<file path="src/rtl/seg_pkg.sv">
// rtl/seg_pkg.sv - shared constants, state type and hex segment table for the display scanner
package seg_pkg;

    localparam int NUM_DIGITS = 4;
    localparam logic [3:0] AN_OFF = 4'b1111;
    localparam logic [6:0] SEG_OFF = 7'h7F;

    typedef enum logic [1:0] {
        IDLE,
        BLANK,
        ON
    } seg_state_e;

    // Active-low {g,f,e,d,c,b,a}; entry 15 first so SEG_TABLE[n] is the glyph for n.
    localparam logic [15:0][6:0] SEG_TABLE = {
        7'h0E, 7'h06, 7'h21, 7'h46, 7'h03, 7'h08, 7'h10, 7'h00,
        7'h78, 7'h02, 7'h12, 7'h19, 7'h30, 7'h24, 7'h79, 7'h40
    };

endpackage

</file>
<file path="src/rtl/hex7seg.sv">
// rtl/hex7seg.sv - combinational hex nibble to active-low seven-segment decoder
module hex7seg
    import seg_pkg::*;
(
    input  logic [3:0] hex,
    output logic [6:0] seg
);

    assign seg = SEG_TABLE[hex];

endmodule

</file>
<file path="src/rtl/seg_scan_ctrl.sv">
// rtl/seg_scan_ctrl.sv - four-digit seven-segment scan controller; SEG_LZB_EN adds leading-zero blanking
module seg_scan_ctrl
    import seg_pkg::*;
#(
    parameter int TICK_DIV     = 50000,
    parameter int BLANK_CYCLES = 500
) (
    input  logic        clk,
    input  logic        reset,
    input  logic        enable,
    input  logic        load,
    input  logic [15:0] number,
    input  logic [3:0]  dp,
    output logic [6:0]  display,
    output logic        dp_n,
    output logic [3:0]  AN,
    output logic        frame_done
);

    localparam int CW = $clog2(TICK_DIV);
    localparam logic [CW-1:0] BLANK_LAST = CW'(BLANK_CYCLES - 1);
    localparam logic [CW-1:0] ON_LAST    = CW'(TICK_DIV - BLANK_CYCLES - 1);

    seg_state_e    state, state_nxt;
    logic [CW-1:0] cnt;
    logic [1:0]    idx, idx_nxt;
    logic [15:0]   staging_num, shadow_num, num_nxt;
    logic [3:0]    staging_dp, shadow_dp, dp_nxt;
    logic          pending;
    logic          boundary, commit;
    logic [3:0]    nib;
    logic [6:0]    seg_dec;
    logic          lead_blank;
    logic [3:0]    an_nxt;
    logic [6:0]    seg_nxt;
    logic          dpn_nxt;

    always_ff @(posedge clk) begin
        if (reset) begin
            state       <= IDLE;
            cnt         <= '0;
            idx         <= 2'd3;
            staging_num <= '0;
            staging_dp  <= '0;
            shadow_num  <= '0;
            shadow_dp   <= '0;
            pending     <= 1'b0;
            AN          <= AN_OFF;
            display     <= SEG_OFF;
            dp_n        <= 1'b1;
            frame_done  <= 1'b0;
        end else begin
            state <= state_nxt;
            if (state_nxt != state || state_nxt == IDLE)
                cnt <= '0;
            else
                cnt <= cnt + CW'(1);
            idx        <= idx_nxt;
            shadow_num <= num_nxt;
            shadow_dp  <= dp_nxt;
            if (load) begin
                staging_num <= number;
                staging_dp  <= dp;
            end
            if (commit)
                pending <= 1'b0;
            else if (load)
                pending <= 1'b1;
            AN         <= an_nxt;
            display    <= seg_nxt;
            dp_n       <= dpn_nxt;
            frame_done <= boundary;
        end
    end

    always_comb begin
        state_nxt = state;
        idx_nxt   = idx;
        boundary  = 1'b0;
        if (!enable) begin
            state_nxt = IDLE;
            idx_nxt   = 2'd3;
        end else begin
            case (state)
                IDLE: begin
                    state_nxt = BLANK;
                    idx_nxt   = 2'd3;
                end
                BLANK: if (cnt == BLANK_LAST) state_nxt = ON;
                ON: if (cnt == ON_LAST) begin
                    state_nxt = BLANK;
                    idx_nxt   = idx - 2'd1;
                    boundary  = (idx == 2'd0);
                end
                default: state_nxt = IDLE;
            endcase
        end

        // A load in the commit cycle itself beats whatever was already staged.
        commit  = (state == IDLE) || boundary;
        num_nxt = shadow_num;
        dp_nxt  = shadow_dp;
        if (commit) begin
            if (load) begin
                num_nxt = number;
                dp_nxt  = dp;
            end else if (pending) begin
                num_nxt = staging_num;
                dp_nxt  = staging_dp;
            end
        end
    end

    assign nib = num_nxt[{idx_nxt, 2'b00} +: 4];

    hex7seg u_hex7seg (
        .hex (nib),
        .seg (seg_dec)
    );

    always_comb begin
        lead_blank = 1'b0;
`ifdef SEG_LZB_EN
        case (idx_nxt)
            2'd3:    lead_blank = (num_nxt[15:12] == 4'd0);
            2'd2:    lead_blank = (num_nxt[15:8] == 8'd0);
            2'd1:    lead_blank = (num_nxt[15:4] == 12'd0);
            default: lead_blank = 1'b0;
        endcase
`endif
        an_nxt  = AN_OFF;
        seg_nxt = SEG_OFF;
        dpn_nxt = 1'b1;
        if (state_nxt != IDLE && !lead_blank) begin
            seg_nxt = seg_dec;
            dpn_nxt = ~dp_nxt[idx_nxt];
        end
        if (state_nxt == ON)
            an_nxt[idx_nxt] = 1'b0;
    end

endmodule

</file>
<file path="config.mk">
export PLATFORM = sky130hd
export DESIGN_NAME = seg_scan_ctrl
export DESIGN_NICKNAME = d
export VERILOG_FILES = /design/src/rtl/seg_pkg.sv /design/src/rtl/hex7seg.sv /design/src/rtl/seg_scan_ctrl.sv
export SDC_FILE = /design/constraint.sdc
export NUM_CORES = 1
export LEC_CHECK = 0
export ABC_AREA = 1
export CAP_MARGIN = 40
export CORE_MARGIN = 5
export CORE_UTILIZATION = 55
export CTS_CLUSTER_DIAMETER = 40
export CTS_CLUSTER_SIZE = 10
export DETAILED_ROUTE_END_ITERATION = 10
export GPL_TIMING_DRIVEN = 0
export PLACE_DENSITY = 0.88
export RECOVER_POWER = 50
export SKIP_LAST_GASP = 1
export SYNTH_ARGS = -nofsm -noshare
export SYNTH_HDL_FRONTEND = slang
export SYNTH_SLANG_ARGS = --single-unit
</file>
<file path="constraint.sdc">
create_clock -name clk -period 2.8 [get_ports clk]
set_input_delay 0.28 -clock clk [delete_from_list [all_inputs] [get_ports clk]]
set_output_delay 0.28 -clock clk [all_outputs]
set_load 0.05 [all_outputs]
</file>
==> results.cfg, run 1 <==
[status]
status = complete, no violations

[timing]
fin_crit_ns = 2.60
tns_ns = 0
timing.final.crit_share = 0.929
hold_viol_final = 0
rsz0062_at_grt = false
drv_slew = 0
worst_pin_slew_ns = 0.554
fin_ws_ns = 0.199
fin_skew_ns = 0.0161
relSlewSlack = 0.631
fmax_ghz = 0.385
setup_violations = 0

[clock_tree]
clock_sinks = 74
cts_buffers = 9
clk_pin_slew_ns = 0.09
cts_tree = done
holdBufCountCts = 0
cts-root-buf = clkbuf_8
cts_buffer_depth = 2
htreeDepth = 3
clock_latency_ns = 0.36

[global_routing]
grt_max_degree = 15
grt_pass1_wl_um = 16500
grt_pass1_vias = 3752
grt_usage = 0.208
antenna_found_initial = 0
grt-ovfl-total = 0

[logic_synthesis]
synth_top_area_share = 0.355
synthArstFlopShare = 0
syn_avg_cell_area_um2 = 7.46
ys_ff_latch = 74
synth_top_cell_by_area = dfxtp_1
yosys-top-cells-area = dfxtp_1, nand2_1, inv_1
syn_nets = 591
yosysWarnings = 0
ys_seq_area_frac = 0.355
netlist_instances = 559
synth_flop_cell = dfxtp_1
synth_cell_types = 39
synth_area_mm2 = 0.00417
synth-edff-count = 0

[die]
io_pins = 37
core_mm2 = 0.00733
die_area_mm2 = 0.00942
dieWidth_um = 97.1
rows = 31
start_util = 0.569
die_y_um = 97.1

[power_and_ir_drop]
p_per_area_mw_per_mm2 = 485
leakagePower_nw = 2.05
irDropWorstVdd_mv = 0.438
p_total_mw = 2.36

[critical_path]
required_ns = 3.03
cp-end-kind = flip-flop
cp-startpoint = cnt[0]$_SDFF_PP0_
critPathSlowestCell = dfxtp_2
cpMostUsedCell = nand2_2
max_stage_delay_ns = 0.36
crit_type = flip-flop to flip-flop
rr_worst_depth = 19
reg2reg_setup_slack_ns = 0.20
worstPathMaxFanout = 8
worstSetupEndpoint = display[0]$_SDFF_PP1_
r2r-start = cnt[0]$_SDFF_PP0_
crit_chain = ha_2 > inv_2 > nor2_2 > nand2_2 > nor2_4 > nand3_4 > nand2_2 > nand2_2 > nor2_8 > nor2_2 > nand2_2 > nand2_2 > nor2_4 > inv_1 > ha_1 > nand3_1 > nand2_1 > nand2_1 > nand3_1
rr_endpoint = display[0]$_SDFF_PP1_
cp-start-kind = flip-flop
arrival_ns = 2.83

[placement]
dp.cells = 692
io_buffers = 34
dp_slack_ns = 0.0903
dp_hpwl_um = 7230
place_area_mm2 = 0.00463
gp_congestion = 0.853

[layout]
final_cells = 711
final_cell_mix = nand2_1, dfxtp_1, inv_1, nor2_1, nand3_1
layout-drive-gt1-share = 0.188
n_antenna_cell = 0
stdcell_area_mm2 = 0.00487
final.fill_count = 612
nets = 639
layout_commonest_cell = nand2_1
area_growth_pct = 16.9

[detailed_routing]
vias = 3708
dr.first_iter.drc_count = 222
drc = 0
drt.antenna.violating_nets = 0
wl_per_cell_um = 13.3
drt-vias-per-instance = 5.22
totalWireLength_um = 9470
detail_route.first_pass.iterations = 5

[min_path]
hold_path.class = input pin to flip-flop

[run]
maxCapViolations = 0
## kinds of logic after synthesis
kind of cell / after synthesis / share of synthesized area
AND/OR/NAND/NOR: 312 / 0.400
buffers and inverters: 79 / 0.0853
flip-flops: 74 / 0.355
AO/OA/AOI/OAI: 71 / 0.101
XOR/XNOR: 15 / 0.0333
adder cells (fa/ha/maj): 8 / 0.0240
## worst min path at each step
stage,startpoint,end,slack (ns),depth (start not counted)
global placement,staging_num[13]$_SDFFE_PP0P_,staging_num[13]$_SDFFE_PP0P_,0.45,2
global route,load,staging_dp[2]$_SDFFE_PP0P_,0.37,3
detailed placement,staging_dp[2]$_SDFFE_PP0P_,staging_dp[2]$_SDFFE_PP0P_,0.46,2
floorplan,number[0],staging_num[0]$_SDFFE_PP0P_,0.43,2
CTS,load,staging_dp[2]$_SDFFE_PP0P_,0.27,3
finish,load,staging_dp[2]$_SDFFE_PP0P_,0.35,3
## worst max-delay path, delay by kind of cell (launching register included)
family,cells,cell delay [ns]
buffers and inverters,2,0.15
flip-flops,1,0.36
AND/OR/NAND/NOR,15,1.49
adder cells (fa/ha/maj),2,0.47
## layout make-up
| type | count | area [µm²] | share of cell area |
|---|---|---|---|
| clock inverter | 6 | 72.6 | 0.0149 |
| buffer | 23 | 141 | 0.0290 |
| tap | 99 | 124 | 0.0254 |
| multi-input combinational | 406 | 2340 | 0.480 |
| clock buffer | 10 | 138 | 0.0282 |
| inverter | 56 | 213 | 0.0436 |
| timing repair buffer | 37 | 363 | 0.0745 |
| sequential | 74 | 1480 | 0.304 |
## Yosys cell counts (4+ instances only)
master,instances
buf_6,5
xnor2_1,5
nor2_2,8
inv_1,49
a21oi_1,15
nor2_1,45
nand2_1,152
o21ai_0,25
inv_2,5
nor2_4,5
nand3_2,11
nand2_2,19
o21ai_2,4
nor3_2,12
a211oi_1,16
nand2_4,8
xor2_1,9
ha_1,8
clkbuf_1,8
nand3_1,32
o21ai_1,6
buf_2,6
nor3b_1,5
dfxtp_1,74
a22oi_1,4
## power by group
group | internal, mW | switching, mW
registers | 1.10 | 0.0194
clock network | 0.445 | 0.428
logic | 0.134 | 0.241
total | 1.68 | 0.688
## per-stage QoR
stage,util,hold slack (ns)
finish,0.665,0.350
floorplan,-,0.429
global route,0.665,0.366
detailed placement,0.632,0.462
global placement,0.632,0.449
CTS,0.661,0.267
## layer usage
metal | up-vias | wire, µm | global-route usage
li1 | 1883 | - | -
met1 | 1699 | 4060 | 0.241
met2 | 109 | 4790 | 0.368
met3 | 17 | 449 | 0.0510
met4 | 0 | 175 | 0.0799
met5 | - | 0 | 0
## flip-flops by register name, summed over array words and instances, names as in the netlist, 2 cells and up
signal       cells
cnt             16
shadow_num      16
shadow_dp        4
idx              2
staging_dp       4
state            2
AN               4
display          7
staging_num     16
## what timing repair did
action / 4_1_cts / 5_1_grt
gates resized for setup: 0 / 4
buffers inserted: 0 / 3
endpoints found under the setup margin: 0 / 6
Note: power is estimated with default switching activity, not from simulation.
==> inputs of run 2 (changes only) <==
--- a/config.mk
+++ b/config.mk
@@ -8,13 +8,14 @@
 export ABC_AREA = 1
 export CAP_MARGIN = 40
 export CORE_MARGIN = 5
-export CORE_UTILIZATION = 55
+export CORE_UTILIZATION = 40
 export CTS_CLUSTER_DIAMETER = 40
 export CTS_CLUSTER_SIZE = 10
 export DETAILED_ROUTE_END_ITERATION = 10
 export GPL_TIMING_DRIVEN = 0
-export PLACE_DENSITY = 0.88
+export PLACE_DENSITY = 0.7
 export RECOVER_POWER = 50
+export REMOVE_ABC_BUFFERS = 1
 export SKIP_LAST_GASP = 1
 export SYNTH_ARGS = -nofsm -noshare
 export SYNTH_HDL_FRONTEND = slang
==> run 2 against run 1 <==
The flow now finishes with violations (capacitance limit, slew limit); first-iteration DRC count down 23%; count of clock-buffer cells in the layout up 3; clock skew up 0.0014 ns; power about the same; flip-flop and latch count unchanged; sequential share of layout area down 0.49 points; design area up 1.9%; largest cell class unchanged.
==> results.cfg, run 2 (synthesized netlist as in run 1, its figures left out) <==
[detailed_routing]
vias = 3520
wl_per_cell_um = 12.1
drc = 0
drt.antenna.violating_nets = 0
dr.first_iter.drc_count = 171
totalWireLength_um = 8960
detail_route.first_pass.iterations = 4
drt-vias-per-instance = 4.76

[timing]
setup_violations = 0
fin_skew_ns = 0.0175
rsz0062_at_grt = false
fmax_ghz = 0.395
fin_ws_ns = 0.267
worst_pin_slew_ns = 2.05
whs_ns = 0.443
timing.final.crit_share = 0.905
drv_slew = 46
relSlewSlack = -0.369
fin_crit_ns = 2.53
hold_viol_final = 0

[status]
violations = capacitance limit, slew limit
status = finished, violations left

[critical_path]
critPathSlowestCell = dfxtp_2
reg2reg_setup_slack_ns = 0.27
max_stage_delay_ns = 0.36
cpMostUsedCell = nand2_2
cp-startpoint = cnt[0]$_SDFF_PP0_
cp-start-kind = flip-flop
cp-end-kind = flip-flop
required_ns = 3.03
crit_type = flip-flop to flip-flop
rr_worst_depth = 19
worst-path-buf-inv = 2
r2r-start = cnt[0]$_SDFF_PP0_
rr_endpoint = display[0]$_SDFF_PP1_
cpLargestDelayFamily = simple AND/OR/NAND/NOR gates
crit_chain = ha_2 > inv_2 > nor2_2 > nand2_2 > nor2_4 > nand3_4 > nand2_2 > nand2_2 > nor2_8 > nor2_4 > nand2_2 > nand2_2 > nor2_4 > inv_1 > ha_1 > nand3_1 > nand2_1 > nand2_1 > nand3_1
worstPathMaxFanout = 7
arrival_ns = 2.77

[placement]
dp_slack_ns = -0.258
gp_congestion = 0.828
place_area_mm2 = 0.00459
io_buffers = 36
dp_hpwl_um = 6320

[layout]
top_regs = cnt: 16 flops, shadow_num: 16 flops, staging_num: 16 flops
nets = 630
final_cell_mix = nand2_1, dfxtp_1, inv_1, nor2_1, nand3_1
area_growth_pct = 19.2
n_antenna_cell = 0
layout-drive-gt1-share = 0.191
post-route-util = 0.485
stdcell_area_mm2 = 0.00497
layout_commonest_cell = nand2_1

[power_and_ir_drop]
p_switching_uw = 652
pwr-share-clk = 0.377
p_int_mw = 1.71
pwr-share-seq = 0.473
leakagePower_nw = 2.05
irDropWorstVdd_mv = 0.211
p_sw_frac = 0.276
p_comb_frac = 0.150
p_per_area_mw_per_mm2 = 476

[die]
rows = 37
start_util = 0.407
dieWidth_um = 112
io_pins = 37
die_y_um = 112
core_mm2 = 0.0102
die_area_mm2 = 0.0126

[clock_tree]
clock_latency_ns = 0.36
cts_buffers = 9
htreeDepth = 3
cts_tree = done
holdBufCountCts = 0
clock_sinks = 74
cts-root-buf = clkbuf_8
clk_pin_slew_ns = 0.08
cts_buffer_depth = 2

[min_path]
hold_path.class = flip-flop to flip-flop
hold_path_depth = 1
holdCritStartpoint = cnt[0]$_SDFF_PP0_
min_to = cnt[0]$_SDFF_PP0_

[run]
maxCapViolations = 1

[global_routing]
grt-ovfl-total = 0
grt_pass1_wl_um = 15200
grt_usage = 0.144
antenna_found_initial = 0
grt_pass1_vias = 3397
grt_max_degree = 46
==> run 2: layout make-up <==
class | count | area [µm²]
repair buffers | 50 | 498
clock inverters | 3 | 46.3
clock buffers | 13 | 169
multi-input cells | 407 | 2380
inverters | 56 | 218
well taps | 136 | 170
flip-flops and latches | 74 | 1490
fillers | 987 | 5270
==> run 2: power groups by stage <==
stage | clock [mW] | sequential (mW) | combinational (mW)
floorplan | 0 | 1.17 | 0.208
global placement | 0 | 1.14 | 0.341
detailed placement | 0 | 1.14 | 0.356
CTS | 0.908 | 1.12 | 0.360
global route | 0.948 | 1.12 | 0.398
finish | 0.891 | 1.12 | 0.355
==> run 2: metrics by stage <==
step	instances	power, mW	TNS [ns]
detailed placement	710	1.50	-1.32
CTS	727	2.39	0
finish	739	2.37	0
global placement	708	1.48	-10.44
global route	739	2.47	0
floorplan	536	1.37	0
==> run 2: repair_timing <==
item	4_1_cts	5_1_grt
setup buffers	0	12
pin swaps	1	4
gates cloned	1	0
endpoints found under the setup margin	7	7
resized for setup	5	9
==> run 2: worst register-to-register path, stage by stage, from the launching register on <==
cell and delay, ns:
dfxtp_2 0.36, ha_2 0.22, inv_2 0.04, nor2_2 0.09, nand2_2 0.10, nor2_4 0.15, nand3_4 0.11, nand2_2 0.11
nand2_2 0.10, nor2_8 0.19, nor2_4 0.06, nand2_2 0.06, nand2_2 0.06, nor2_4 0.16, inv_1 0.11, ha_1 0.25
nand3_1 0.09, nand2_1 0.05, nand2_1 0.05, nand3_1 0.06
==> run 2: layer usage <==
metal / GRT usage / share of wire
met2: 0.245 / 0.48
met5: 0 / 0
met1: 0.181 / 0.47
met3: 0.0318 / 0.034
met4: 0.0489 / 0.012
==> run 2: worst max path at each step <==
stage	slack, ns	endpoint	cells after the start
global placement	-0.93	display[0]$_SDFF_PP1_	15
finish	0.27	display[0]$_SDFF_PP1_	19
floorplan	0.39	display[0]$_SDFF_PP1_	17
detailed placement	-0.26	display[3]$_SDFF_PP1_	14
global route	0.02	display[3]$_SDFF_PP1_	17
CTS	0.13	display[3]$_SDFF_PP1_	14
==> inputs of run 3 (changes only) <==
--- a/config.mk
+++ b/config.mk
@@ -8,12 +8,12 @@
 export ABC_AREA = 1
 export CAP_MARGIN = 40
 export CORE_MARGIN = 5
-export CORE_UTILIZATION = 40
+export CORE_UTILIZATION = 33
 export CTS_CLUSTER_DIAMETER = 40
 export CTS_CLUSTER_SIZE = 10
 export DETAILED_ROUTE_END_ITERATION = 10
 export GPL_TIMING_DRIVEN = 0
-export PLACE_DENSITY = 0.7
+export PLACE_DENSITY = 0.51
 export RECOVER_POWER = 50
 export REMOVE_ABC_BUFFERS = 1
 export SKIP_LAST_GASP = 1
==> run 3 against run 2 <==
Via count barely moved; die area grew 19%; fmax is 0.32% higher; cell count increased by 4.6%; utilization decreased by 7.9 points; critical path depth down 2; design area grew 2.4%; combinational power up 3%; the flow now finishes without violations; wire length up 5.9%; worst setup slack improved by 0.0080 ns; non-clock buffer count fell by 1; global-route usage decreased by 0.86 points.
==> results.cfg, run 3 (synthesized netlist as in run 1, its figures left out) <==
[layout]
final.fill_count = 1332
multiInputGateArea_mm2 = 0.00238
regArea_mm2 = 0.00148
n_antenna_cell = 0
layout_commonest_cell = nand2_1
top_regs = cnt: 16 flops, shadow_num: 16 flops, staging_num: 16 flops
area_growth_pct = 22.0
layout-drive-gt1-share = 0.186
final_cells = 773
nets = 629
final_cell_mix = nand2_1, dfxtp_1, inv_1, nor2_1, nand3_1

[placement]
gp_congestion = 0.793
io_buffers = 36
dp_hpwl_um = 6710
dp.cells = 748

[global_routing]
grt-ovfl-total = 0
grt_usage = 0.135
grt_max_degree = 38
antenna_found_initial = 0
grt_pass1_vias = 3385
grt_pass1_wl_um = 16100

[clock_tree]
htreeDepth = 3
clock_latency_ns = 0.34
cts-root-buf = clkbuf_16
clock_sinks = 74
cts_buffers = 9
cts_tree = done
clk_pin_slew_ns = 0.06
cts_buffer_depth = 2

[timing]
timing.final.crit_share = 0.902
fin_crit_ns = 2.52
setup_violations = 0
fin_skew_ns = 0.00957
rsz0062_at_grt = false
drv_slew = 0
worst_pin_slew_ns = 0.736
fmax_ghz = 0.396
tns_ns = 0
relSlewSlack = 0.509
hold_viol_final = 0

[critical_path]
cp-end-kind = flip-flop
worstSetupEndpoint = display[3]$_SDFF_PP1_
rr_endpoint = display[3]$_SDFF_PP1_
worstPathMaxFanout = 14
cp-startpoint = cnt[0]$_SDFF_PP0_
required_ns = 3.02
reg2reg_setup_slack_ns = 0.28
crit_type = flip-flop to flip-flop
cp-start-kind = flip-flop
r2r-start = cnt[0]$_SDFF_PP0_
rr_worst_depth = 17
arrival_ns = 2.74

[die]
core_mm2 = 0.0125
die_area_mm2 = 0.0150
dieWidth_um = 122
die_y_um = 122
io_pins = 37
rows = 41
start_util = 0.333

[min_path]
hold_path.class = input pin to flip-flop

[run]
maxCapViolations = 0

[power_and_ir_drop]
leakagePower_nw = 2.08
p_per_area_mw_per_mm2 = 515
irDropWorstVdd_mv = 0.289

[status]
status = complete, no violations

[detailed_routing]
drt-vias-per-instance = 4.55
vias = 3519
dr.first_iter.drc_count = 166
drc = 0
drt.antenna.violating_nets = 0
detail_route.first_pass.iterations = 5
totalWireLength_um = 9490
wl_per_cell_um = 12.3
==> run 3: how the worst min path moves through the flow <==
stage                                 startpoint                           end  slack [ns]  cells past startpoint
floorplan                                  reset     shadow_num[10]$_SDFF_PP0_        0.35                      1
global placement    staging_num[13]$_SDFFE_PP0P_  staging_num[13]$_SDFFE_PP0P_        0.45                      2
detailed placement    staging_dp[1]$_SDFFE_PP0P_    staging_dp[1]$_SDFFE_PP0P_        0.46                      2
CTS                                        reset      shadow_num[8]$_SDFF_PP0_        0.35                      2
global route                               reset       shadow_dp[1]$_SDFF_PP0_        0.37                      2
finish                                     reset     shadow_num[12]$_SDFF_PP0_        0.36                      2
==> run 3: where the power goes <==
| group | leakage [nW] | internal [mW] | switching (mW) |
|---|---|---|---|
| sequential | 0.607 | 1.10 | 0.0190 |
| combinational | 1.33 | 0.133 | 0.231 |
| clock | 0.138 | 0.683 | 0.456 |
==> run 3: through the flow <==
step | utilization | setup slack [ns] | hold WS, ns | area (µm²) | power (mW)
final | 0.406 | 0.275 | 0.363 | 5090 | 2.62
after global routing | 0.406 | 0.0120 | 0.369 | 5090 | 2.76
after CTS | 0.399 | 0.0255 | 0.354 | 4990 | 2.67
after detailed placement | 0.374 | -0.345 | 0.459 | 4680 | 1.51
after global placement | 0.368 | -1.11 | 0.449 | 4600 | 1.49
after floorplan | - | 0.393 | 0.349 | 4030 | 1.37
==> run 3: layout make-up <==
type	count	share of cell area
flip-flops and latches	74	0.291
multi-input cells	407	0.468
well taps	172	0.0423
inverters	56	0.0423
clock inverters	5	0.0111
repair buffers	49	0.100
clock buffers	10	0.0450
==> run 3: per-layer routing <==
layer	routed length, µm	up-vias	track usage
li1	-	1863	-
met1	4520	1598	0.174
met2	4500	47	0.220
met3	338	11	0.0355
met4	125	0	0.0469
met5	0	-	0
==> run 3: what timing repair did <==
| action | 4_1_cts | 5_1_grt |
|---|---|---|
| pin swaps | 1 | 6 |
| buffers inserted | 0 | 9 |
| gates cloned | 1 | 0 |
| setup endpoints to repair | 6 | 7 |
| gates resized for setup | 3 | 6 |
| hold buffers | 0 | 0 |
==> run 3: critical path, stage by stage, from the launching register on <==
cell and delay (ns):
dfxtp_1 0.37, ha_2 0.22, inv_2 0.04, nor2_2 0.09, nand2_2 0.09, nor2_4 0.16
nand3_4 0.16, nand2_8 0.17, nand2_1 0.06, o21ai_1 0.17, nand2_2 0.09, nand2_2 0.08
nor2_4 0.05, buf_4 0.13, ha_1 0.30, nand2_1 0.07, nand3_1 0.07, nand3_1 0.07
